===== config.mk =====
export PLATFORM = sky130hd
export DESIGN_NAME = multicycle_ctrl_flat
export DESIGN_NICKNAME = d
export VERILOG_FILES = /design/src/rtl/multicycle_ctrl_pkg.sv /design/src/rtl/multicycle_ctrl_if.sv /design/src/rtl/multicycle_ctrl_insn_decode.sv /design/src/rtl/multicycle_ctrl.sv /design/src/flat_wrapper.sv
export SDC_FILE = /design/constraint.sdc
export NUM_CORES = 1
export LEC_CHECK = 0
export ABC_CLOCK_PERIOD_IN_PS = 1400
export CORE_MARGIN = 2
export CORE_UTILIZATION = 35
export DETAILED_ROUTE_END_ITERATION = 10
export PLACE_DENSITY = 0.75
export SLEW_MARGIN = 20
export SYNTH_ARGS = -nofsm -noshare
export SYNTH_HDL_FRONTEND = slang
export SYNTH_SLANG_ARGS = --single-unit

===== constraint.sdc =====
create_clock -name clk -period 1.4 [get_ports clk]
set_input_delay 0.21 -clock clk [delete_from_list [all_inputs] [get_ports clk]]
set_output_delay 0.21 -clock clk [all_outputs]
set_load 0.01 [all_outputs]

===== src/rtl/multicycle_ctrl_pkg.sv =====
// Shared encodings for the multi-cycle RV32I controller and its decode tables.
// MCU_CSR_EN makes the SYSTEM opcode (CSR access) legal.
package ctrl_pkg;

  localparam logic [4:0] OP_LOAD   = 5'b00000;
  localparam logic [4:0] OP_IMM    = 5'b00100;
  localparam logic [4:0] OP_AUIPC  = 5'b00101;
  localparam logic [4:0] OP_STORE  = 5'b01000;
  localparam logic [4:0] OP_OP     = 5'b01100;
  localparam logic [4:0] OP_LUI    = 5'b01101;
  localparam logic [4:0] OP_BRANCH = 5'b11000;
  localparam logic [4:0] OP_JALR   = 5'b11001;
  localparam logic [4:0] OP_JAL    = 5'b11011;
  localparam logic [4:0] OP_SYSTEM = 5'b11100;

  localparam logic [2:0] IMM_TYPE_DEFAULT = 3'd0;
  localparam logic [2:0] IMM_TYPE_SHAMT   = 3'd1;
  localparam logic [2:0] IMM_TYPE_I       = 3'd2;
  localparam logic [2:0] IMM_TYPE_S       = 3'd3;
  localparam logic [2:0] IMM_TYPE_B       = 3'd4;
  localparam logic [2:0] IMM_TYPE_U       = 3'd5;
  localparam logic [2:0] IMM_TYPE_J       = 3'd6;

  localparam logic [1:0] REG_SRC_ALU  = 2'd0;
  localparam logic [1:0] REG_SRC_MEM  = 2'd1;
  localparam logic [1:0] REG_SRC_LINK = 2'd2;
  localparam logic [1:0] REG_SRC_CSR  = 2'd3;

  localparam logic [1:0] ALU_A_RS1  = 2'd0;
  localparam logic [1:0] ALU_A_PC   = 2'd1;
  localparam logic [1:0] ALU_A_ZERO = 2'd3;

`ifdef MCU_CSR_EN
  localparam bit CSR_EN = 1'b1;
`else
  localparam bit CSR_EN = 1'b0;
`endif

  typedef enum logic [2:0] {FETCH, DECODE, EXEC, MEM, WB, TRAP} state_t;

  typedef enum logic [2:0] {
    CLS_ALU, CLS_LOAD, CLS_STORE, CLS_BRANCH, CLS_JUMP, CLS_CSR, CLS_ENV
  } insn_class_t;

endpackage


===== src/rtl/multicycle_ctrl_if.sv =====
// Memory handshake between the controller (master) and the memory port (slave).
interface multicycle_ctrl_if;
  logic memReq;
  logic memWe;
  logic addrSel;
  logic memReady;

  modport master (output memReq, output memWe, output addrSel, input memReady);
  modport slave  (input memReq, input memWe, input addrSel, output memReady);
endinterface


===== src/rtl/multicycle_ctrl_insn_decode.sv =====
// Combinational op/funct3 decode shared with the single-cycle core.
// SYSTEM opcode legality follows MCU_CSR_EN (via ctrl_pkg::CSR_EN).
module insn_decode
  import ctrl_pkg::*;
(
  input  logic [4:0]  op,
  input  logic [2:0]  funct3,
  output logic [2:0]  immCntrl,
  output logic [1:0]  aluSrcA,
  output logic        aluSrcB,
  output logic        useF7,
  output logic        legal,
  output insn_class_t iclass
);

  always_comb begin
    immCntrl = IMM_TYPE_DEFAULT;
    aluSrcA  = ALU_A_RS1;
    useF7    = 1'b0;
    legal    = 1'b1;
    iclass   = CLS_ALU;
    case (op)
      OP_LOAD:   begin immCntrl = IMM_TYPE_I; iclass = CLS_LOAD; end
      OP_STORE:  begin immCntrl = IMM_TYPE_S; iclass = CLS_STORE; end
      OP_IMM: begin
        if (funct3[1:0] == 2'b01) begin
          immCntrl = IMM_TYPE_SHAMT;
          useF7    = 1'b1;
        end else begin
          immCntrl = IMM_TYPE_I;
        end
      end
      OP_OP:     useF7 = 1'b1;
      OP_AUIPC:  begin immCntrl = IMM_TYPE_U; aluSrcA = ALU_A_PC; end
      OP_LUI:    begin immCntrl = IMM_TYPE_U; aluSrcA = ALU_A_ZERO; end
      OP_BRANCH: begin immCntrl = IMM_TYPE_B; iclass = CLS_BRANCH; end
      OP_JAL:    begin immCntrl = IMM_TYPE_J; aluSrcA = ALU_A_PC; iclass = CLS_JUMP; end
      OP_JALR:   begin immCntrl = IMM_TYPE_I; iclass = CLS_JUMP; end
      OP_SYSTEM: begin
        // funct3 == 000 is ECALL/EBREAK, which traps instead of accessing a CSR
        legal    = CSR_EN;
        immCntrl = CSR_EN ? IMM_TYPE_I : IMM_TYPE_DEFAULT;
        iclass   = (funct3 == 3'b000) ? CLS_ENV : CLS_CSR;
      end
      default:   legal = 1'b0;
    endcase
    aluSrcB = (immCntrl != IMM_TYPE_DEFAULT) && (iclass != CLS_BRANCH);
  end

endmodule


===== src/rtl/multicycle_ctrl.sv =====
// Multi-cycle RV32I control sequencer with memory wait timeout and traps.
// Optional CSR/SYSTEM support enabled by defining MCU_CSR_EN.
module multicycle_ctrl
  import ctrl_pkg::*;
#(
  parameter int unsigned MEM_TIMEOUT = 0,
  parameter bit          TRAP_HALT   = 1'b0
) (
  input  logic              clk,
  input  logic              rst,
  multicycle_ctrl_if.master bus,
  input  logic [4:0]        op,
  input  logic [2:0]        funct3,
  input  logic              brTaken,
  output logic              irWrite,
  output logic              pcWrite,
  output logic              pcSrc,
  output logic              regWrite,
  output logic [1:0]        regSrc,
  output logic [2:0]        immCntrl,
  output logic [1:0]        aluSrcA,
  output logic              aluSrcB,
  output logic              useF7,
  output logic              instRetired,
  output logic              illegalOp,
  output logic              busErr
);

  localparam int unsigned CNT_W = (MEM_TIMEOUT == 0) ? 1 : $clog2(MEM_TIMEOUT + 1);
  localparam logic [CNT_W-1:0] CNT_LAST = (MEM_TIMEOUT == 0) ? '0 : CNT_W'(MEM_TIMEOUT - 1);

  state_t           state, state_n;
  logic [CNT_W-1:0] wcnt;
  logic             ready, timeout, dec_active, trap_ill, trap_bus;
  logic [2:0]       dec_imm;
  logic [1:0]       dec_srca;
  logic             dec_srcb, dec_f7, dec_legal;
  insn_class_t      dec_class;

  insn_decode u_dec (
    .op       (op),
    .funct3   (funct3),
    .immCntrl (dec_imm),
    .aluSrcA  (dec_srca),
    .aluSrcB  (dec_srcb),
    .useF7    (dec_f7),
    .legal    (dec_legal),
    .iclass   (dec_class)
  );

  always_comb begin
    state_n     = state;
    bus.memReq  = 1'b0;
    bus.memWe   = 1'b0;
    bus.addrSel = 1'b0;
    irWrite     = 1'b0;
    pcWrite     = 1'b0;
    pcSrc       = 1'b0;
    regWrite    = 1'b0;
    regSrc      = REG_SRC_ALU;
    instRetired = 1'b0;
    trap_ill    = 1'b0;
    trap_bus    = 1'b0;
    ready       = bus.memReady & ~rst;
    // memReady on the last permitted wait cycle wins over the timeout
    timeout     = (MEM_TIMEOUT != 0) && !ready && (wcnt == CNT_LAST);
    dec_active  = state inside {DECODE, EXEC, MEM, WB};
    immCntrl    = dec_active ? dec_imm  : '0;
    aluSrcA     = dec_active ? dec_srca : '0;
    aluSrcB     = dec_active && dec_srcb;
    useF7       = dec_active && dec_f7;
    case (state)
      FETCH: begin
        bus.memReq = 1'b1;
        if (ready) begin
          irWrite = 1'b1;
          pcWrite = 1'b1;
          state_n = DECODE;
        end else if (timeout) begin
          trap_bus = 1'b1;
          state_n  = TRAP;
        end
      end
      DECODE: begin
        if (dec_legal) state_n = EXEC;
        else begin
          trap_ill = 1'b1;
          state_n  = TRAP;
        end
      end
      EXEC: begin
        case (dec_class)
          CLS_BRANCH: begin
            pcWrite = brTaken; pcSrc = 1'b1; instRetired = 1'b1; state_n = FETCH;
          end
          CLS_JUMP: begin
            regWrite = 1'b1; regSrc = REG_SRC_LINK; pcWrite = 1'b1; pcSrc = 1'b1;
            instRetired = 1'b1; state_n = FETCH;
          end
          CLS_LOAD, CLS_STORE: state_n = MEM;
          CLS_ENV: begin trap_ill = 1'b1; state_n = TRAP; end
          default: state_n = WB;
        endcase
      end
      MEM: begin
        bus.memReq  = 1'b1;
        bus.addrSel = 1'b1;
        bus.memWe   = (dec_class == CLS_STORE);
        if (ready) begin
          if (dec_class == CLS_STORE) begin
            instRetired = 1'b1;
            state_n     = FETCH;
          end else begin
            state_n = WB;
          end
        end else if (timeout) begin
          trap_bus = 1'b1;
          state_n  = TRAP;
        end
      end
      WB: begin
        regWrite    = 1'b1;
        instRetired = 1'b1;
        state_n     = FETCH;
        if (dec_class == CLS_LOAD)     regSrc = REG_SRC_MEM;
        else if (dec_class == CLS_CSR) regSrc = REG_SRC_CSR;
      end
      TRAP:    state_n = TRAP_HALT ? TRAP : FETCH;
      default: state_n = FETCH;
    endcase
  end

  always_ff @(posedge clk) begin
    if (rst) begin
      state     <= FETCH;
      wcnt      <= '0;
      illegalOp <= 1'b0;
      busErr    <= 1'b0;
    end else begin
      state     <= state_n;
      illegalOp <= trap_ill;
      busErr    <= trap_bus;
      if (state_n != state) wcnt <= '0;
      else if ((MEM_TIMEOUT != 0) && !ready && (state == FETCH || state == MEM))
        wcnt <= wcnt + CNT_W'(1);
    end
  end

endmodule


===== src/flat_wrapper.sv =====
// flat-port wrapper written by rule: the top's interface ports become plain ports
module multicycle_ctrl_flat import ctrl_pkg::*;
#(
  parameter int unsigned MEM_TIMEOUT = 0,
  parameter bit          TRAP_HALT   = 1'b0
)
  (clk, rst, op, funct3, brTaken, irWrite, pcWrite, pcSrc, regWrite, regSrc, immCntrl, aluSrcA, aluSrcB, useF7, instRetired, illegalOp, busErr, bus_memReq, bus_memWe, bus_addrSel, bus_memReady);
  multicycle_ctrl_if bus_i ();
  input  logic clk;
  input  logic rst;
  input  logic [4:0] op;
  input  logic [2:0] funct3;
  input  logic brTaken;
  output logic irWrite;
  output logic pcWrite;
  output logic pcSrc;
  output logic regWrite;
  output logic [1:0] regSrc;
  output logic [2:0] immCntrl;
  output logic [1:0] aluSrcA;
  output logic aluSrcB;
  output logic useF7;
  output logic instRetired;
  output logic illegalOp;
  output logic busErr;
  output wire logic [$bits(bus_i.memReq)-1:0] bus_memReq;
  output wire logic [$bits(bus_i.memWe)-1:0] bus_memWe;
  output wire logic [$bits(bus_i.addrSel)-1:0] bus_addrSel;
  input wire logic [$bits(bus_i.memReady)-1:0] bus_memReady;
  assign bus_memReq = bus_i.memReq;
  assign bus_memWe = bus_i.memWe;
  assign bus_addrSel = bus_i.addrSel;
  assign bus_i.memReady = bus_memReady;
  multicycle_ctrl #(.MEM_TIMEOUT(MEM_TIMEOUT), .TRAP_HALT(TRAP_HALT)) u_core (.clk(clk), .rst(rst), .bus(bus_i), .op(op), .funct3(funct3), .brTaken(brTaken), .irWrite(irWrite), .pcWrite(pcWrite), .pcSrc(pcSrc), .regWrite(regWrite), .regSrc(regSrc), .immCntrl(immCntrl), .aluSrcA(aluSrcA), .aluSrcB(aluSrcB), .useF7(useF7), .instRetired(instRetired), .illegalOp(illegalOp), .busErr(busErr));
endmodule

# After elaboration in Yosys (flattened, before gate mapping)
# Cells that the tools add are included.
word_totals:
  ff_bits: 4
  out_inout_bits: 19
  elab_cells: 81
classes:
  n_eq_ne: 23
  mux: 37
  bitwise_logic: 2
  reduce_logical: 17
ops:
  columns: ["operator", "n"]
  rows:
  - ["$eq 5x5->1 const B", 4]
  - ["$pmux 3 s6", 1]
  - ["$eq 5x4->1 const B", 3]
  - ["$mux 3", 5]
  - ["$pmux 3 s5", 1]
  - ["$mux 1", 14]
  - ["$reduce_or 2->1", 7]
  - ["$eq 3x2->1 const B", 4]
  - ["$eq 3x3->1 const B", 4]
  - ["$mux 2", 6]
  - ["$pmux 3 s4", 1]
  - ["$eq 5x3->1 const B", 2]
  - ["$pmux 1 s2", 5]
  - ["$pmux 3 s3", 1]
  - ["$reduce_or 9->1", 1]
  - ["$pmux 2 s2", 2]
  - ["$eq 3x1->1 const B", 2]
  - ["$logic_not 3->1", 2]
  - ["$logic_not 5->1", 1]
  - ["$ne 2x1->1 const B", 2]
  - ["$reduce_bool 4->1", 1]
  - ["$logic_and 1x1->1", 3]
  - ["$ne 3x2->1 const B", 1]
  - ["$pmux 1 s3", 1]
  - ["5 further kinds", 5]

# Depth between registers and ports, before layout
depth:
  depth_word: 7
  ltp_mapped: 6
  mapped_depth_nobuf: 5

# Cells and area by module
# Synthesis repeated with hierarchy kept, for this count alone.
unflattened:
  cells_unflattened: 106
  hier_area_um2: 738.2
by_module_without_submodules:
  columns: ["mod", "instances", "cells_per_inst", "area_each_um2"]
  rows:
  - ["multicycle_ctrl", 1, 64, 466.7]
  - ["insn_decode", 1, 42, 271.5]

# Worst setup path after synthesis
# OpenSTA, ideal clock, no wires.
synth_timing:
  kind: "input port to output port"
  startpoint: "input op[2]"
  endpoint: "output regSrc[1]"
  arrival_ns: 1.500
  required_time_ns: 1.190
  setup_slack_ns: -0.310
  stages: 5
  path_buffers: 1
  path_cell_list: "buf_4 or3_2 o21ai_0 nor3b_1 a22o_1"
synth_between:
  elab_chain_cells: 7
  word_cells_on_any_way: 15
synth_lines:
  columns: ["item", "line", "source"]
  rows:
  - ["start: declaration", "flat_wrapper.sv:11", "input logic [4:0] op;"]
  - ["$eq 5x5->1", "multicycle_ctrl_insn_decode.sv:22", "case (op)"]
  - ["$reduce_or 2->1 (no line)", null, null]
  - ["$pmux 3 s5 (*)", "multicycle_ctrl_insn_decode.sv:22", null]
  - ["$eq 3x3->1", "multicycle_ctrl.sv:126", "else if (dec_class == CLS_CSR) regSrc = REG_SRC_CSR;"]
  - ["$mux 2", "multicycle_ctrl.sv:126", null]
  - ["$mux 2", "multicycle_ctrl.sv:125", "if (dec_class == CLS_LOAD) regSrc = REG_SRC_MEM;"]
  - ["$pmux 2 s2 (*)", "multicycle_ctrl.sv:72", "case (state)"]
  - ["end: declaration", "flat_wrapper.sv:18", "output logic [1:0] regSrc;"]
# Every way passes the cells marked *; elsewhere a longest branch is shown, timed or not.

# Worst setup path after layout
layout_timing:
  startpoint: "register u_core.state[1]"
  endpoint: "output immCntrl[0]"
layout_between:
  elab_chain_cells: 3
  word_cells_on_any_way: 6
layout_lines:
  columns: ["item", "line", "source"]
  rows:
  - ["start: declaration", "multicycle_ctrl.sv:32", "state_t state, state_n;"]
  - ["start signal: assignment", "multicycle_ctrl.sv:140", "state <= state_n;"]
  - ["$eq 3x1->1, or another cell as far along", "multicycle_ctrl.sv:67", "dec_active = state inside {DECODE, EXEC, MEM, WB};"]
  - ["$reduce_bool 4->1 (*)", "multicycle_ctrl.sv:67", null]
  - ["$mux 3 (*)", "multicycle_ctrl.sv:68", "immCntrl = dec_active ? dec_imm : '0;"]
  - ["end: declaration", "flat_wrapper.sv:19", "output logic [2:0] immCntrl;"]
# Marks and branches as above.

==> results.toml <==
[clock_tree]
cts_tree = "yes"
numCtsBuffers = 3
cts_max_level = 1
cts_root_buf = "clkbuf_4"
clkSinkCount = 4
clk_pin_slew_worst_paths_ps = 50
cts_max_path_buffers = 2
clkLatencyLatePin_ps = 250

[power]
switching_share = 0.387
power_frac_seq = 0.171
peakVddDrop_uv = 300
p_sw_w = 0.000306
internal_power_w = 0.000485
pwr-share-comb = 0.626
p_clk_frac = 0.203
power.leakage_nw = 0.629
p_per_area_nw_per_um2 = 569

[timing]
finalSetupViolCount = 16
slew_viol_final = 0
fin_setup_tns_ps = -2940
timing.fmax_ghz = 0.592
rsz0062_at_grt = "true"
fin_ws_ps = -289
hold_viol_final = 0
fin_crit_sh = 1.21
clock_skew_ps = 6.68
min_period_ps = 1690

[grt]
grt_use_total = 0.289
grt_start_max_net_pins = 12
grt_remaining_overflow = 0
antenna_found_initial = 0
first_global_vias = 1008
grt_pass1_wl_um = 4400

[die]
core-area_um2 = 1710
dieArea_um2 = 2130
die_h_um = 46.2
start_util = 0.365
num_rows = 15
io_pins = 31
die_x_um = 46.2

[synthesis]
yosys_warnings = 0
yosysUniqueCellTypes = 38
avgSynthCellArea_um2 = 6.23
synth_seq_cells = 4
syn-num-nets = 112
ys_seq_area_frac = 0.129
syn_inst = 100
syn-cell-area_um2 = 623

[critical_path]
cp_max_fo = 5
crit_path_start = "u_core.state[1]"
r2r-start = "u_core.state[2]"
end_kind = "output port"
crit_required_ps = 1190
start_kind = "flip-flop"
worstSetupPathType = "flip-flop to output port"
crit_arrival_ps = 1480

[worst_hold_path]
min_from = "funct3[2]"
hold_path_class = "input pin to flip-flop"

[detailed_routing]
antenna_left = 0
dr.pass1.iters = 4
vias = 1007
drc = 0
wirelength_um = 2820
detail_route.vias_per_cell = 5.36
first_iter_violations = 16
drt-wirelength-per-cell_um = 15.0

[final_layout]
nFillCells = 114
area_growth_syn_to_layout_pct = 123
n_antenna_cell = 0
final_cell_mix = "buf_4, buf_2, buf_6"
finalNetCount = 177
layout_commonest_cell = "buf_4"
drive_gt1_frac = 0.620

[placed_design]
numPortBuffers = 29
gp_congestion = 0.852
hpwl_um = 1910
place_ws_ps = -929

[outcome]
violations = "negative setup slack"
status = "finished with violations"

[job]
max-cap-violations = 0
==> metal layers <==
| metal | global-route usage | up-vias | routed length [um] |
|---|---|---|---|
| li1 | - | 483 | - |
| met4 | 0.171 | 0 | 61 |
| met3 | 0.0196 | 8 | 99 |
| met5 | 0 | - | 0 |
| met1 | 0.316 | 479 | 1100 |
| met2 | 0.533 | 37 | 1560 |
==> Yosys cell counts <==
cell      count  share of area
o21ai_0       6          0.048
buf_2         2          0.016
nor2_1        8          0.048
o32ai_1       1          0.014
and3_1        2          0.020
or3_1         2          0.020
nand3b_1      2          0.024
nor4_1        1          0.010
o221a_1       1          0.018
a211oi_1      1          0.012
or4b_1        2          0.032
nor3_1        7          0.056
nand3_1       4          0.032
nor4b_1       1          0.014
and2b_1       2          0.024
nand4b_1      1          0.014
o311ai_0      1          0.014
dfxtp_1       4           0.13
a31oi_1       1          0.010
buf_4         2          0.024
clkbuf_1      7          0.042
or3_2         1          0.012
nor3b_1       2          0.024
and2_1        1          0.010
a22o_1        1          0.014
nor2b_1       3          0.030
conb_1        1         0.0060
a311oi_1      1          0.014
or2_2         1          0.010
o211ai_1      1          0.012
inv_1         3          0.018
a21boi_0      1          0.012
or2b_1        1          0.012
a21oi_1       9          0.072
nand2b_1      4          0.040
nand3_2       1          0.016
nand2_1      10          0.060
xnor2_1       1          0.014
==> per-stage QoR <==
stage / area (um^2) / utilization / hold WS [ps] / total power, W / std cells
6_report: 1390 / 0.814 / 499 / 0.000791 / 188
5_1_grt: 1390 / 0.814 / 508 / 0.000827 / 188
4_1_cts: 1340 / 0.782 / 495 / 0.000753 / 186
3_5_place_dp: 1200 / 0.704 / 723 / 0.000556 / 173
3_3_place_gp: 1200 / 0.704 / 675 / 0.000545 / 173
2_1_floorplan: 743 / - / 279 / 0.000364 / 100
==> sequential cells by signal, summed over array words and instances (netlist names) <==
name              count
u_core.state          3
u_core.illegalOp      1
==> repair_timing <==
| action | 4_1_cts | 5_1_grt |
|---|---|---|
| cloned | 0 | 0 |
| setup buffers | 10 | 4 |
| gates resized for setup | 133 | 17 |
| pin swaps | 20 | 8 |
| hold buffers | 0 | 0 |
| setup endpoints to repair | 21 | 20 |
==> power by group through the flow <==
stage	Clock [W]	Combinational, W	Sequential [W]
after detailed placement	0	0.000415	0.000142
final	0.000160	0.000495	0.000135
after floorplan	0	0.000232	0.000132
after global placement	0	0.000405	0.000140
after global routing	0.000161	0.000531	0.000135
after CTS	0.000155	0.000465	0.000134
==> critical path, cell delays in order, from the launching register on <==
cell     delay [ps]
dfxtp_2         330
or2_4           290
xnor2_4         180
nor4b_4         270
buf_2           160
==> path summary, 6_finish.rpt <==
path	to	slack (ps)	depth (start not counted)
worst max-delay path	immCntrl[0]	-290	4
worst min-delay path	u_core.illegalOp	500	6
worst max register to register	u_core.illegalOp	110	5
worst min register to register	u_core.state[2]	690	4
==> final cells by class <==
type                    instances  area [um^2]  share of cell area
repair buffers                 71          568               0.409
well taps                      25         31.3              0.0225
inverters                       3         11.3             0.00810
multi-input cells              82          672               0.483
clock buffers                   3         22.5              0.0162
flip-flops and latches          4         85.1              0.0612
==> cells by family after synthesis <==
family,count (synthesis),share of synthesized area
simple gates,56,0.510
compound gates,24,0.241
buf+inv,14,0.100
flops,4,0.129
xor+xnor,1,0.0141
other cells,1,0.00602
No activity file was read; power rests on OpenSTA's default activity.
==> variant 1: new RTL, same settings <==
Add a define of `MCU_CSR_EN`.
--- a/src/rtl/multicycle_ctrl_pkg.sv
+++ b/src/rtl/multicycle_ctrl_pkg.sv
@@ -1,4 +1,6 @@
 // Shared encodings for the multi-cycle RV32I controller and its decode tables.
 // MCU_CSR_EN makes the SYSTEM opcode (CSR access) legal.
+`define MCU_CSR_EN
+
 package ctrl_pkg;
 
Behaviour: not the same (Yosys sat finds a counterexample within 4 cycles, from zero or initial values and one cycle with rst high).
==> variant 1 against the unedited design <==
The flow still finishes with violations (setup timing). Clock skew is 2.6 ps lower. Area after synthesis is 4.0% higher. Design area is 1.7% lower. Wire length is 9.1% lower. Global-route usage is 4.6 points lower. Power is 16% lower. Clock power is 5% lower. First-iteration DRC count is 56% higher. Die area is 3.6% higher. Setup slack better by 3.7 ps. Sequential cell count stayed put.
==> variant 1: results (changes against the unedited design) <==
- 0.413 mV — maximum ir drop on the vdd rail, was 0.300 mV
- finished, violations left — outcome, unchanged
- 6 — number of cells on the worst reg-to-reg path, was 5
- 5 — cell depth of the worst hold path, was 6
- -2530 ps — final-layout setup total negative slack, was -2940 ps
- 882 — number of global-route vias before repair, was 1008
- 5.18 — vias per cell, was 5.36
- 0.124 — share of the yosys chip area belonging to registers, was 0.129
- 0.307 — GR met1 Demand/Resource, was 0.316
- 42 — count of unique library cells instantiated by Yosys, was 38
- 114 — count of instances resized after the clock tree is built, was 133
- 13 x sky130_fd_sc_hd__nor2_1, 7 x sky130_fd_sc_hd__a21oi_1, 5 x sky130_fd_sc_hd__nand2_1, 5 x sky130_fd_sc_hd__nor2b_1, 5 x sky130_fd_sc_hd__nor3_1 — most frequent cells after synthesis, was 10 x sky130_fd_sc_hd__nand2_1, 9 x sky130_fd_sc_hd__a21oi_1, 8 x sky130_fd_sc_hd__nor2_1
- 83.8 um^2 — Storage cell area, was 85.1 um^2
- 0.455 — met2 Resource Use GR, was 0.533
- 8 — Post-CTS Setup Repair Bufs, was 10
- 1100 um — WL met1, about the same
- setup timing — failing checks, unchanged
- 4 — critical path peak fanout, was 5
- 1780 um — Detail Placement HPWL, was 1910 um
- 2560 um — Final Routed Wirelength, was 2820 um
- 0.303 — area fraction in compound gates after synthesis, was 0.241
- 172 — count of placed standard cells including taps, was 173
- sky130_fd_sc_hd__dfxtp_1 12%, sky130_fd_sc_hd__nor2_1 7.5%, sky130_fd_sc_hd__a21oi_1 5.4%, sky130_fd_sc_hd__nor2b_1 4.8%, sky130_fd_sc_hd__a31oi_1 3.9% — synth top area cells, was sky130_fd_sc_hd__dfxtp_1 13%, sky130_fd_sc_hd__a21oi_1 7.2%, sky130_fd_sc_hd__nand2_1 6.0%, sky130_fd_sc_hd__nor3_1 5.6%, sky130_fd_sc_hd__o21ai_0 4.8%
- 3890 um — wire length of the first global-routing pass, was 4400 um
- 16 — final setup vio count, unchanged
- 0.0386 — fraction of synthesized cell area in xor and xnor cells, was 0.0141
- -285 ps — final critical-path setup slack, was -289 ps
- 0.0231 — GR Util met3, was 0.0196
- 11 — pin count of the biggest net entering global routing, was 12
- 133 — Layout fillers, was 114
- -952 ps — worst slack after detailed placement, was -929 ps
- 0.606 — share of final-layout standard cells stronger than drive strength 1, was 0.620
- 0.00119 mm^2 — placed standard-cell area, was 0.00120 mm^2
-- variant 1: cell types whose count changed after synthesis, sizes merged, moves of 3 or more --
| cell | delta |
|---|---|
| nand2 | -5 |
| o21ai | -4 |
| clkbuf | -3 |
| nor2 | +5 |
| a31oi | +3 |
-- variant 1: layout make-up --
cell class / instances / area share
clock buffers: 3 / 0.0165
inverters: 4 / 0.0110
multi-input cells: 80 / 0.482
flip-flops and latches: 4 / 0.0614
well taps: 25 / 0.0229
repair buffers: 69 / 0.407
-- variant 1: power breakdown --
part           leakage (nW)  internal, mW  switching [mW]
Combinational         0.586         0.203           0.178
Sequential           0.0339         0.122         0.00801
Clock                0.0138        0.0964          0.0556
Total                 0.634         0.421           0.242
-- variant 1: final timing paths --
| path | start | end | slack [ps] |
|---|---|---|---|
| worst max-delay path | u_core.state[1] | useF7 | -290 |
| worst min-delay path | op[1] | u_core.illegalOp | 410 |
| worst max register to register | u_core.state[0] | u_core.state[0] | 130 |
| worst min register to register | u_core.state[0] | u_core.state[1] | 710 |
==> variant 2: new RTL, same settings <==
Made on the original files. Make the reset (`rst`) asynchronous in one clocked block.
--- a/src/rtl/multicycle_ctrl.sv
+++ b/src/rtl/multicycle_ctrl.sv
@@ -131,5 +131,5 @@
   end
 
-  always_ff @(posedge clk) begin
+  always_ff @(posedge clk or posedge rst) begin
     if (rst) begin
       state     <= FETCH;
Behaviour: differs if rst is asserted again (counterexample within 4 cycles, from zero or initial values and one cycle with rst high); with rst held inactive, the same outputs for 10 cycles.
==> variant 2 against the unedited design <==
The flow still finishes with violations (setup timing). Wire length increased by 17%. Area after synthesis increased by 17%. Non-clock buffer count increased by 7. Design area increased by 7.0%. Sequential cell count unchanged. Setup slack got worse by 330 ps. Highest routed layer unchanged. Core utilization decreased by 5.6 points. Register-to-register slack got worse by 230 ps. Largest cell class unchanged. Clock skew decreased by 6.0 ps.
Power is not compared: it rests on default switching activity, and its combinational part moved more than twofold at a synthesized area within 25%.
==> variant 2: results (changes against the unedited design) <==
- 23 — number of design-rule violations left by the first detailed-router iteration, was 16
- 1.45 mW — combinational-cell power consumption
- sky130_fd_sc_hd__or3b_4 — Worst path slowest cell, was sky130_fd_sc_hd__dfxtp_2
- 20 — final setup vio count, was 16
- 13 — Post-CTS Setup Repair Bufs, was 10
- 420 ps — CP max stage delay, was 330 ps
- 195 — net count reported at finish, was 177
- 0.234 — area fraction in compound gates after synthesis, was 0.241
- 0.267 — GR met1 Demand/Resource, was 0.316
- 122 — count of instances resized after the clock tree is built, was 133
- 1120 — vias after detailed routing, was 1007
- 15.8 um — Avg WL per Cell, was 15.0 um
- -120 ps — flop2flop setup slack, was 110 ps
- 0.907 — RePlAce Congestion, was 0.852
- 11 — pin count of the biggest net entering global routing, was 12
- u_core.state[2] — worst reg2reg path startpoint, unchanged
- 4 — critical path peak fanout, was 5
- 333 ps — minimum hold slack, was 499 ps
- 0.137 — share of the yosys chip area belonging to registers, was 0.129
- -1180 ps — worst slack after detailed placement, was -929 ps
- sky130_fd_sc_hd__dfrtp_1 — ys flop type, was sky130_fd_sc_hd__dfxtp_1
- pcWrite — last element of the critical path, was immCntrl[0]
- -619 ps — final critical-path setup slack, was -289 ps
- 37 — count of unique library cells instantiated by Yosys, was 38
- 4990 um — wire length of the first global-routing pass, was 4400 um
- 0 — diode count, unchanged
- u_core.state[2] — end of the worst register-to-register path, was u_core.illegalOp
- input pin to asynchronous set/reset pin — path class of the lowest-slack min-delay path, was input pin to flip-flop
- -6040 ps — final-layout setup total negative slack, was -2940 ps
- setup timing — failing checks, unchanged
- 0.0241 — fraction of synthesized cell area in xor and xnor cells, was 0.0141
- 0.0137 — share of synthesized area spent on multiplexers, was 0
- 0 — Yosys warning total, unchanged
- finished, violations left — outcome, unchanged
- 13 x sky130_fd_sc_hd__nor2_1, 11 x sky130_fd_sc_hd__nand2_1, 10 x sky130_fd_sc_hd__a21oi_1 — most frequent cells after synthesis, was 10 x sky130_fd_sc_hd__nand2_1, 9 x sky130_fd_sc_hd__a21oi_1, 8 x sky130_fd_sc_hd__nor2_1
- sky130_fd_sc_hd__dfrtp_1 14%, sky130_fd_sc_hd__a21oi_1 6.9%, sky130_fd_sc_hd__nor2_1 6.7%, sky130_fd_sc_hd__clkbuf_8 5.7%, sky130_fd_sc_hd__nand2_1 5.7% — synth top area cells, was sky130_fd_sc_hd__dfxtp_1 13%, sky130_fd_sc_hd__a21oi_1 7.2%, sky130_fd_sc_hd__nand2_1 6.0%, sky130_fd_sc_hd__nor3_1 5.6%, sky130_fd_sc_hd__o21ai_0 4.8%
- 0.0333 — GR Util met3, was 0.0196
- 0.262 — total routing usage reported by global routing, was 0.289
- 2020 um — Detail Placement HPWL, was 1910 um
- 1.00 — share of flip-flops with an asynchronous set or reset after synthesis, was 0
-- variant 2: per-layer routing --
layer	share of wire	routed length [um]
met5	0	0
met2	0.57	1890
met1	0.37	1220
met4	0.017	56
met3	0.039	128
-- variant 2: area by class of cell --
| cell class | count | area (um^2) | area share |
|---|---|---|---|
| Tap cell | 27 | 33.8 | 0.0227 |
| Multi-Input combinational cell | 88 | 703 | 0.473 |
| Sequential cell | 4 | 100 | 0.0673 |
| Clock buffer | 3 | 22.5 | 0.0151 |
| Inverter | 8 | 32.5 | 0.0219 |
| Timing Repair Buffer | 78 | 596 | 0.400 |
-- variant 2: stage by stage --
step	total power [mW]	cell area, um^2	std cells
after floorplan	0.760	762	109
after global placement	1.25	1260	189
after detailed placement	1.29	1260	189
after CTS	1.57	1400	204
after global routing	1.91	1490	208
final	1.80	1490	208
